$ cat config.mk
export PLATFORM = sky130hd
export DESIGN_NAME = mem_fill_arbiter_flat
export DESIGN_NICKNAME = d
export VERILOG_FILES = /design/src/rtl/mem_fill_arbiter_pkg.sv /design/src/rtl/mem_fill_arbiter_if.sv /design/src/rtl/mem_fill_arbiter_counter.sv /design/src/rtl/mem_fill_arbiter.sv /design/src/flat_wrapper.sv
export SDC_FILE = /design/constraint.sdc
export NUM_CORES = 1
export LEC_CHECK = 0
export CORE_MARGIN = 8
export CORE_UTILIZATION = 28
export DETAILED_ROUTE_END_ITERATION = 8
export HOLD_SLACK_MARGIN = 0.02
export PLACE_DENSITY = 0.83
export RECOVER_POWER = 25
export SLEW_MARGIN = 20
export SYNTH_ARGS = -nofsm -noshare
export SYNTH_HDL_FRONTEND = slang
export SYNTH_SLANG_ARGS = --single-unit
$ cat constraint.sdc
create_clock -name clk -period 1.6 [get_ports clk]
set_clock_uncertainty 0.15 [all_clocks]
set_input_delay 0.32 -clock clk [delete_from_list [all_inputs] [get_ports clk]]
set_output_delay 0.32 -clock clk [all_outputs]
set_load 0.05 [all_outputs]
$ cat src/rtl/mem_fill_arbiter_pkg.sv
// Shared definitions for the memory fill arbiter: sizes, fill target encoding and FSM states.
package mem_fill_arbiter_pkg;

    localparam int unsigned ADDR_W      = 16;
    localparam int unsigned BLOCK_WORDS = 8;
    localparam int unsigned MEM_LAT     = 4;
    localparam int unsigned CNT_W       = $clog2(BLOCK_WORDS);
    localparam int unsigned OFF_W       = CNT_W + 1;

    localparam logic FILL_SEL_I = 1'b0;
    localparam logic FILL_SEL_D = 1'b1;

    typedef enum logic [1:0] {
        StIdle,
        StWrite,
        StFill
    } state_e;

    // Byte address of the first word of the block containing addr.
    function automatic logic [ADDR_W-1:0] block_base(input logic [ADDR_W-1:0] addr);
        return {addr[ADDR_W-1:OFF_W], {OFF_W{1'b0}}};
    endfunction

endpackage

$ cat src/rtl/mem_fill_arbiter_if.sv
// Request, memory and fill-steering signals of the fill arbiter, grouped for port passing.
interface mem_fill_arbiter_if;
    import mem_fill_arbiter_pkg::*;

    logic              i_miss;
    logic [ADDR_W-1:0] i_miss_addr;
    logic              d_miss;
    logic [ADDR_W-1:0] d_miss_addr;
    logic              d_wr_req;
    logic [ADDR_W-1:0] d_wr_addr;
    logic [ADDR_W-1:0] d_wr_data;
    logic              mem_en;
    logic              mem_wr;
    logic [ADDR_W-1:0] mem_addr;
    logic [ADDR_W-1:0] mem_wdata;
    logic [ADDR_W-1:0] mem_rdata;
    logic              mem_data_valid;
    logic              fill_we;
    logic              fill_sel;
    logic [CNT_W-1:0]  fill_word;
    logic [ADDR_W-1:0] fill_data;
    logic              fill_tag_we;
    logic              i_fill_done;
    logic              d_fill_done;
    logic              d_wr_ack;
    logic              busy;

    modport slave (
        input  i_miss, i_miss_addr, d_miss, d_miss_addr, d_wr_req, d_wr_addr, d_wr_data,
        input  mem_rdata, mem_data_valid,
        output mem_en, mem_wr, mem_addr, mem_wdata,
        output fill_we, fill_sel, fill_word, fill_data, fill_tag_we,
        output i_fill_done, d_fill_done, d_wr_ack, busy
    );

    modport master (
        output i_miss, i_miss_addr, d_miss, d_miss_addr, d_wr_req, d_wr_addr, d_wr_data,
        output mem_rdata, mem_data_valid,
        input  mem_en, mem_wr, mem_addr, mem_wdata,
        input  fill_we, fill_sel, fill_word, fill_data, fill_tag_we,
        input  i_fill_done, d_fill_done, d_wr_ack, busy
    );

endinterface

$ cat src/rtl/mem_fill_arbiter_counter.sv
// Word counter for one side of a block fill; done latches once the last word has been counted.
module fill_counter #(
    parameter int unsigned Width = 3
) (
    input  logic             clk,
    input  logic             rst_n,
    input  logic             clr,
    input  logic             inc,
    output logic [Width-1:0] cnt,
    output logic             done
);

    logic [Width-1:0] cnt_q;
    logic             done_q;

    always_ff @(posedge clk or negedge rst_n) begin
        if (!rst_n) begin
            cnt_q  <= '0;
            done_q <= 1'b0;
        end else if (clr) begin
            cnt_q  <= '0;
            done_q <= 1'b0;
        end else if (inc) begin
            cnt_q <= cnt_q + 1'b1;
            if (cnt_q == '1) begin
                done_q <= 1'b1;
            end
        end
    end

    assign cnt  = cnt_q;
    assign done = done_q;

endmodule

$ cat src/rtl/mem_fill_arbiter.sv
// Grants main memory to the D-side store, D-miss or I-miss path and sequences
// pipelined 8-word block fills, steering returning words into the selected cache.
module mem_fill_arbiter
    import mem_fill_arbiter_pkg::*;
(
    input logic          clk,
    input logic          rst_n,
    mem_fill_arbiter_if.slave bus
);

    state_e            state_q;
    logic [ADDR_W-1:0] base_q;
    logic              sel_q;

    logic              grant_fill;
    logic              issue_inc;
    logic              recv_inc;
    logic              last_word;
    logic [CNT_W-1:0]  issue_cnt;
    logic [CNT_W-1:0]  recv_cnt;
    logic              issue_done;
    logic              recv_done;

    assign grant_fill = (state_q == StIdle) && !bus.d_wr_req && (bus.d_miss || bus.i_miss);
    assign issue_inc  = (state_q == StFill) && !issue_done;
    // Returns outside a fill are stray and must not touch the cache arrays.
    assign recv_inc   = (state_q == StFill) && bus.mem_data_valid && !recv_done;
    assign last_word  = recv_inc && (recv_cnt == '1);

    fill_counter #(
        .Width (CNT_W)
    ) u_issue_cnt (
        .clk   (clk),
        .rst_n (rst_n),
        .clr   (grant_fill),
        .inc   (issue_inc),
        .cnt   (issue_cnt),
        .done  (issue_done)
    );

    fill_counter #(
        .Width (CNT_W)
    ) u_recv_cnt (
        .clk   (clk),
        .rst_n (rst_n),
        .clr   (grant_fill),
        .inc   (recv_inc),
        .cnt   (recv_cnt),
        .done  (recv_done)
    );

    always_ff @(posedge clk or negedge rst_n) begin
        if (!rst_n) begin
            state_q <= StIdle;
            base_q  <= '0;
            sel_q   <= FILL_SEL_I;
        end else begin
            case (state_q)
                StIdle: begin
                    if (bus.d_wr_req) begin
                        state_q <= StWrite;
                    end else if (bus.d_miss) begin
                        state_q <= StFill;
                        base_q  <= block_base(bus.d_miss_addr);
                        sel_q   <= FILL_SEL_D;
                    end else if (bus.i_miss) begin
                        state_q <= StFill;
                        base_q  <= block_base(bus.i_miss_addr);
                        sel_q   <= FILL_SEL_I;
                    end
                end
                StWrite: state_q <= StIdle;
                StFill: begin
                    if (last_word) begin
                        state_q <= StIdle;
                    end
                end
                default: state_q <= StIdle;
            endcase
        end
    end

    always_comb begin
        bus.mem_en      = 1'b0;
        bus.mem_wr      = 1'b0;
        bus.mem_addr    = '0;
        bus.mem_wdata   = '0;
        bus.d_wr_ack    = 1'b0;
        if (state_q == StWrite) begin
            bus.mem_en    = 1'b1;
            bus.mem_wr    = 1'b1;
            bus.mem_addr  = bus.d_wr_addr;
            bus.mem_wdata = bus.d_wr_data;
            bus.d_wr_ack  = 1'b1;
        end else if (issue_inc) begin
            bus.mem_en   = 1'b1;
            bus.mem_addr = base_q + {{(ADDR_W-CNT_W-1){1'b0}}, issue_cnt, 1'b0};
        end
    end

    assign bus.fill_we     = recv_inc;
    assign bus.fill_sel    = sel_q;
    assign bus.fill_word   = recv_cnt;
    assign bus.fill_data   = recv_inc ? bus.mem_rdata : '0;
    assign bus.fill_tag_we = last_word;
    assign bus.i_fill_done = last_word && (sel_q == FILL_SEL_I);
    assign bus.d_fill_done = last_word && (sel_q == FILL_SEL_D);
    assign bus.busy        = (state_q != StIdle);

endmodule

$ cat src/flat_wrapper.sv
// flat-port wrapper written by rule: the top's interface ports become plain ports
module mem_fill_arbiter_flat import mem_fill_arbiter_pkg::*;
  (clk, rst_n, bus_i_miss, bus_i_miss_addr, bus_d_miss, bus_d_miss_addr, bus_d_wr_req, bus_d_wr_addr, bus_d_wr_data, bus_mem_rdata, bus_mem_data_valid, bus_mem_en, bus_mem_wr, bus_mem_addr, bus_mem_wdata, bus_fill_we, bus_fill_sel, bus_fill_word, bus_fill_data, bus_fill_tag_we, bus_i_fill_done, bus_d_fill_done, bus_d_wr_ack, bus_busy);
  mem_fill_arbiter_if bus_i ();
  input logic clk;
  input logic rst_n;
  input wire logic [$bits(bus_i.i_miss)-1:0] bus_i_miss;
  input wire logic [$bits(bus_i.i_miss_addr)-1:0] bus_i_miss_addr;
  input wire logic [$bits(bus_i.d_miss)-1:0] bus_d_miss;
  input wire logic [$bits(bus_i.d_miss_addr)-1:0] bus_d_miss_addr;
  input wire logic [$bits(bus_i.d_wr_req)-1:0] bus_d_wr_req;
  input wire logic [$bits(bus_i.d_wr_addr)-1:0] bus_d_wr_addr;
  input wire logic [$bits(bus_i.d_wr_data)-1:0] bus_d_wr_data;
  input wire logic [$bits(bus_i.mem_rdata)-1:0] bus_mem_rdata;
  input wire logic [$bits(bus_i.mem_data_valid)-1:0] bus_mem_data_valid;
  output wire logic [$bits(bus_i.mem_en)-1:0] bus_mem_en;
  output wire logic [$bits(bus_i.mem_wr)-1:0] bus_mem_wr;
  output wire logic [$bits(bus_i.mem_addr)-1:0] bus_mem_addr;
  output wire logic [$bits(bus_i.mem_wdata)-1:0] bus_mem_wdata;
  output wire logic [$bits(bus_i.fill_we)-1:0] bus_fill_we;
  output wire logic [$bits(bus_i.fill_sel)-1:0] bus_fill_sel;
  output wire logic [$bits(bus_i.fill_word)-1:0] bus_fill_word;
  output wire logic [$bits(bus_i.fill_data)-1:0] bus_fill_data;
  output wire logic [$bits(bus_i.fill_tag_we)-1:0] bus_fill_tag_we;
  output wire logic [$bits(bus_i.i_fill_done)-1:0] bus_i_fill_done;
  output wire logic [$bits(bus_i.d_fill_done)-1:0] bus_d_fill_done;
  output wire logic [$bits(bus_i.d_wr_ack)-1:0] bus_d_wr_ack;
  output wire logic [$bits(bus_i.busy)-1:0] bus_busy;
  assign bus_i.i_miss = bus_i_miss;
  assign bus_i.i_miss_addr = bus_i_miss_addr;
  assign bus_i.d_miss = bus_d_miss;
  assign bus_i.d_miss_addr = bus_d_miss_addr;
  assign bus_i.d_wr_req = bus_d_wr_req;
  assign bus_i.d_wr_addr = bus_d_wr_addr;
  assign bus_i.d_wr_data = bus_d_wr_data;
  assign bus_i.mem_rdata = bus_mem_rdata;
  assign bus_i.mem_data_valid = bus_mem_data_valid;
  assign bus_mem_en = bus_i.mem_en;
  assign bus_mem_wr = bus_i.mem_wr;
  assign bus_mem_addr = bus_i.mem_addr;
  assign bus_mem_wdata = bus_i.mem_wdata;
  assign bus_fill_we = bus_i.fill_we;
  assign bus_fill_sel = bus_i.fill_sel;
  assign bus_fill_word = bus_i.fill_word;
  assign bus_fill_data = bus_i.fill_data;
  assign bus_fill_tag_we = bus_i.fill_tag_we;
  assign bus_i_fill_done = bus_i.i_fill_done;
  assign bus_d_fill_done = bus_i.d_fill_done;
  assign bus_d_wr_ack = bus_i.d_wr_ack;
  assign bus_busy = bus_i.busy;
  mem_fill_arbiter u_core (.clk(clk), .rst_n(rst_n), .bus(bus_i));
endmodule
==> summary.md <==
| Metric | Value |
|---|---|
| Maximum ir drop on the vdd rail | `between 1 and 1.5 mV` |
| Relative max-transition margin | `about 63%` |
| Clock latency on the worst-skew pair | `about 260 ps` |
| Nets in the synthesized netlist | `between 200 and 250` |
| Worst Path Class, Setup | `reg -> out` |
| Number of enable-type register cells in the synthesized netlist | `0` |
| Routed wire length | `between 6000 and 7000 um` |
| Final non-filler cell area | `between 4000 and 5000 um^2` |
| Number of buffers on the longest clock path | `2` |
| Pwr Density | `1759 nW/um^2` |
| Vertical extent of the die | `just over 90 um` |
| Type of the most critical hold path | `reg -> reg` |
| Total via count in the routed design | `approximately 1,700` |
| Setup violations, final | `77` |
| Hpwl dp | `5566 um` |
| Number of antenna violations at the first check in global routing | `0` |
| Routed Antenna Nets | `0` |
| Wire length of the first global-routing pass | `between 10,000 and 15,000 um` |
| Result of the run | `finished with violations` |
| IO buf count | `137` |
| Number of vias per cell | `between 4 and 5` |
| Synth top cells by count | `sky130_fd_sc_hd__and2_1, sky130_fd_sc_hd__dfrtp_1, sky130_fd_sc_hd__a22o_1, sky130_fd_sc_hd__mux2_2, sky130_fd_sc_hd__mux2_4` |
| Filler-free cell count of the finished design | `378` |
| DR DRC count | `0` |
| Number of warnings printed during yosys synthesis | `0` |
| CTS root buffer | `sky130_fd_sc_hd__clkbuf_8` |
| Layout cell share with drive strength beyond 1 | `a little over 60%` |
| Startpoint types | `register` |
| Clock H-tree levels | `1` |
| Worst r2r path cells | `7` |
| Final period utilization | `127.8%` |
| Largest area contributor in the synthesized netlist | `sky130_fd_sc_hd__dfrtp_1` |
| Number of buffers inserted during clock tree synthesis | `3` |
| DIE WIDTH | `just over 90 um` |
| Data required, critical path | `approximately 1100 ps` |
| Post-synth ARST share | `100.0%` |
| Wire per inst | `between 15 and 20 um` |
| Via count of the first global-routing pass | `between 2,000 and 2,500` |
| Iteration count of the initial detailed-routing pass | `4` |
| Post-synthesis sequential element count | `23` |
| Most common cell in the netlist | `sky130_fd_sc_hd__and2_1` |
| Minimum clock period after layout | `slightly above 2000 ps` |
| Pin count of the biggest net entering global routing | `24` |
| Worst flop-to-flop path startpoint | `u_core.state_q[0]$_DFFE_PN0P_` |
| Maximum clock rate | `about 490 MHz` |
| Initial detailed-routing violation count | `28` |
| Number of hold violations in the final report | `0` |
| Placed cell count | `359` |
| Proportion of synthesized chip area in sequential cells | `between 30% and 40%` |
| Clock tree from TritonCTS | `done` |
| Worst path arrival time | `~1600 ps` |
| CTS clk-pin slew, worst paths | `80 ps` |
| Placement Setup Slack | `-457.9 ps` |
| Min-Delay Startpoint | `u_core.base_q[12]$_DFFE_PN0P_` |
| Max Transition Viols Final | `0` |
| # diodes | `0` |
| Number of distinct library cells after synthesis | `24` |
| Syn Std Cell Area | `roughly 1600 um^2` |
| Post-detailed-placement cell area | `between 3000 and 4000 um^2` |
| Hold worst-path end | `u_core.base_q[12]$_DFFE_PN0P_` |
| Most used flip-flop cell after synthesis | `sky130_fd_sc_hd__dfrtp_1` |
| Core Box Area | `about 5500 um^2` |
| Failing checks | `setup timing` |
| Number of buffers inserted by hold repair at cts | `0` |
| Final layout net count | `roughly 400` |
| Standard-cell row count | `27` |
| Setup repair after global routing missed its margin | `yes` |
| Mean Syn Cell Area | `roughly 11 um^2` |
| Overall routing resource usage | `between 15 and 20%` |
| Least setup slack across all paths after layout | `-445.4 ps` |
| Capturing point of the worst reg2reg path | `u_core.base_q[10]$_DFFE_PN0P_` |
| Sink count of the clock tree | `23` |
| Worst Hold Slack | `395.2 ps` |
| Register-to-register path setup slack | `-330 ps` |
| Setup TNS Final | `-24,120 ps` |
| Total I/O pin count | `146` |
| CP max FO | `8` |
| Layout-stage area growth over the synthesis result | `165.5%` |
| Share of the synthesized area in the top cell type | `around 36%` |
| Leading cell types by total area after synthesis | `sky130_fd_sc_hd__dfrtp_1, sky130_fd_sc_hd__and2_1, sky130_fd_sc_hd__mux2_4` |
| MaxCap Viol Count | `0` |
| Post-Synthesis Cells | `~140` |
| Die area | `8363 um^2` |
| Hold Crit Depth | `1` |
| Congestion Overflow GR | `0` |
| Endpoint class of the critical path | `output port` |
| Transition time at the pin with the least slew margin | `~560 ps` |
| Routability congestion estimate | `approximately 0.72` |
| Leakage Power | `1.860 nW` |
| Initial core utilization | `between 20% and 30%` |
## sequential cells by signal (all words and copies together) (netlist names)
signal / cells
u_core.u_recv_cnt.done: 1
u_core.state_q: 2
u_core.u_issue_cnt.done: 1
u_core.u_issue_cnt.cnt: 3
u_core.u_recv_cnt.cnt: 3
u_core.base_q: 12
u_core.bus.fill_sel: 1
## through the flow
| step | utilization (%) | total power, mW |
|---|---|---|
| after floorplan | - | 4.212 |
| after global placement | 71.71 | 6.579 |
| after detailed placement | 71.71 | 6.687 |
| after CTS | 76.21 | 7.443 |
| after global routing | 76.87 | 7.775 |
| final | 76.87 | 7.445 |
## layout make-up
cell class / count / area (um^2)
repair buffers: 169 / 2307
fillers: 331 / 1274
multi-input cells: 108 / 1196
flip-flops and latches: 23 / 581.8
well taps: 72 / 90.09
clock buffers: 3 / 41.29
inverters: 2 / 11.26
clock inverters: 1 / 5.005
## how the worst max path moves through the flow
stage                                  start               end  slack [ps]  cells after the start
2_1_floorplan  u_core.state_q[0]$_DFFE_PN0P_  bus_fill_data[0]        -100                      3
3_3_place_gp              bus_mem_data_valid   bus_i_fill_done        -430                      5
3_5_place_dp              bus_mem_data_valid   bus_i_fill_done        -460                      5
4_1_cts        u_core.state_q[0]$_DFFE_PN0P_  bus_mem_addr[11]        -480                      5
5_1_grt        u_core.state_q[0]$_DFFE_PN0P_  bus_mem_addr[11]        -530                      5
6_report       u_core.state_q[0]$_DFFE_PN0P_  bus_mem_addr[11]        -450                      5
## per-layer routing
metal | global-route usage (%) | wire length [um]
met1 | 16.43 | 2452
met2 | 32.35 | 3858
met4 | 3.547 | 101
met3 | 5.761 | 512
met5 | 0 | 0
## where the power goes
group	switching, mW	total [mW]	internal, mW
clock	0.184	0.358	0.174
sequential	0.279	1.14	0.857
combinational	2.76	5.95	3.19
total	3.23	7.45	4.22
## what timing repair did
item                       CTS  global route
buffers inserted             9             3
pin swaps                    4             1
gates cloned                 3             1
hold endpoints to repair     0             0
setup endpoints to repair   77            77
gates resized for setup     16             2
## cells by family after synthesis
| logic type | after synthesis | share of synthesized area [%] |
|---|---|---|
| buffers and inverters | 14 | 6.593 |
| and+or+nand+nor | 53 | 20.17 |
| DFF | 23 | 36.11 |
| xor gates and xnor gates | 2 | 1.099 |
| AOI/OAI and AO/OA | 20 | 10.83 |
| muxes | 28 | 22.06 |
| adders and majority gates | 4 | 3.140 |
## layout by cell type (no fill, tap or decap), types with 2 or more instances in the layout
cell type and count:
sky130_fd_sc_hd__mux2i_1 4, sky130_fd_sc_hd__ha_4 2, sky130_fd_sc_hd__mux2_4 11, sky130_fd_sc_hd__buf_12 64, sky130_fd_sc_hd__xnor2_1 2, sky130_fd_sc_hd__a21oi_1 2, sky130_fd_sc_hd__ha_1 2, sky130_fd_sc_hd__dfrtp_2 5
sky130_fd_sc_hd__nor2_1 9, sky130_fd_sc_hd__clkdlybuf4s50_1 76, sky130_fd_sc_hd__clkbuf_8 3, sky130_fd_sc_hd__and4bb_4 2, sky130_fd_sc_hd__buf_6 6, sky130_fd_sc_hd__a22o_4 15, sky130_fd_sc_hd__and2_2 8, sky130_fd_sc_hd__and2_4 25
sky130_fd_sc_hd__mux2_2 13, sky130_fd_sc_hd__buf_4 19, sky130_fd_sc_hd__dfrtp_1 18
## critical path, cell delays in order (launching register included)
cell and delay (ps):
sky130_fd_sc_hd__dfrtp_2 450, sky130_fd_sc_hd__buf_6 130, sky130_fd_sc_hd__nor3b_4 250, sky130_fd_sc_hd__buf_6 200, sky130_fd_sc_hd__a22o_4 140, sky130_fd_sc_hd__buf_12 130
Power figures use the tool's default switching activity.
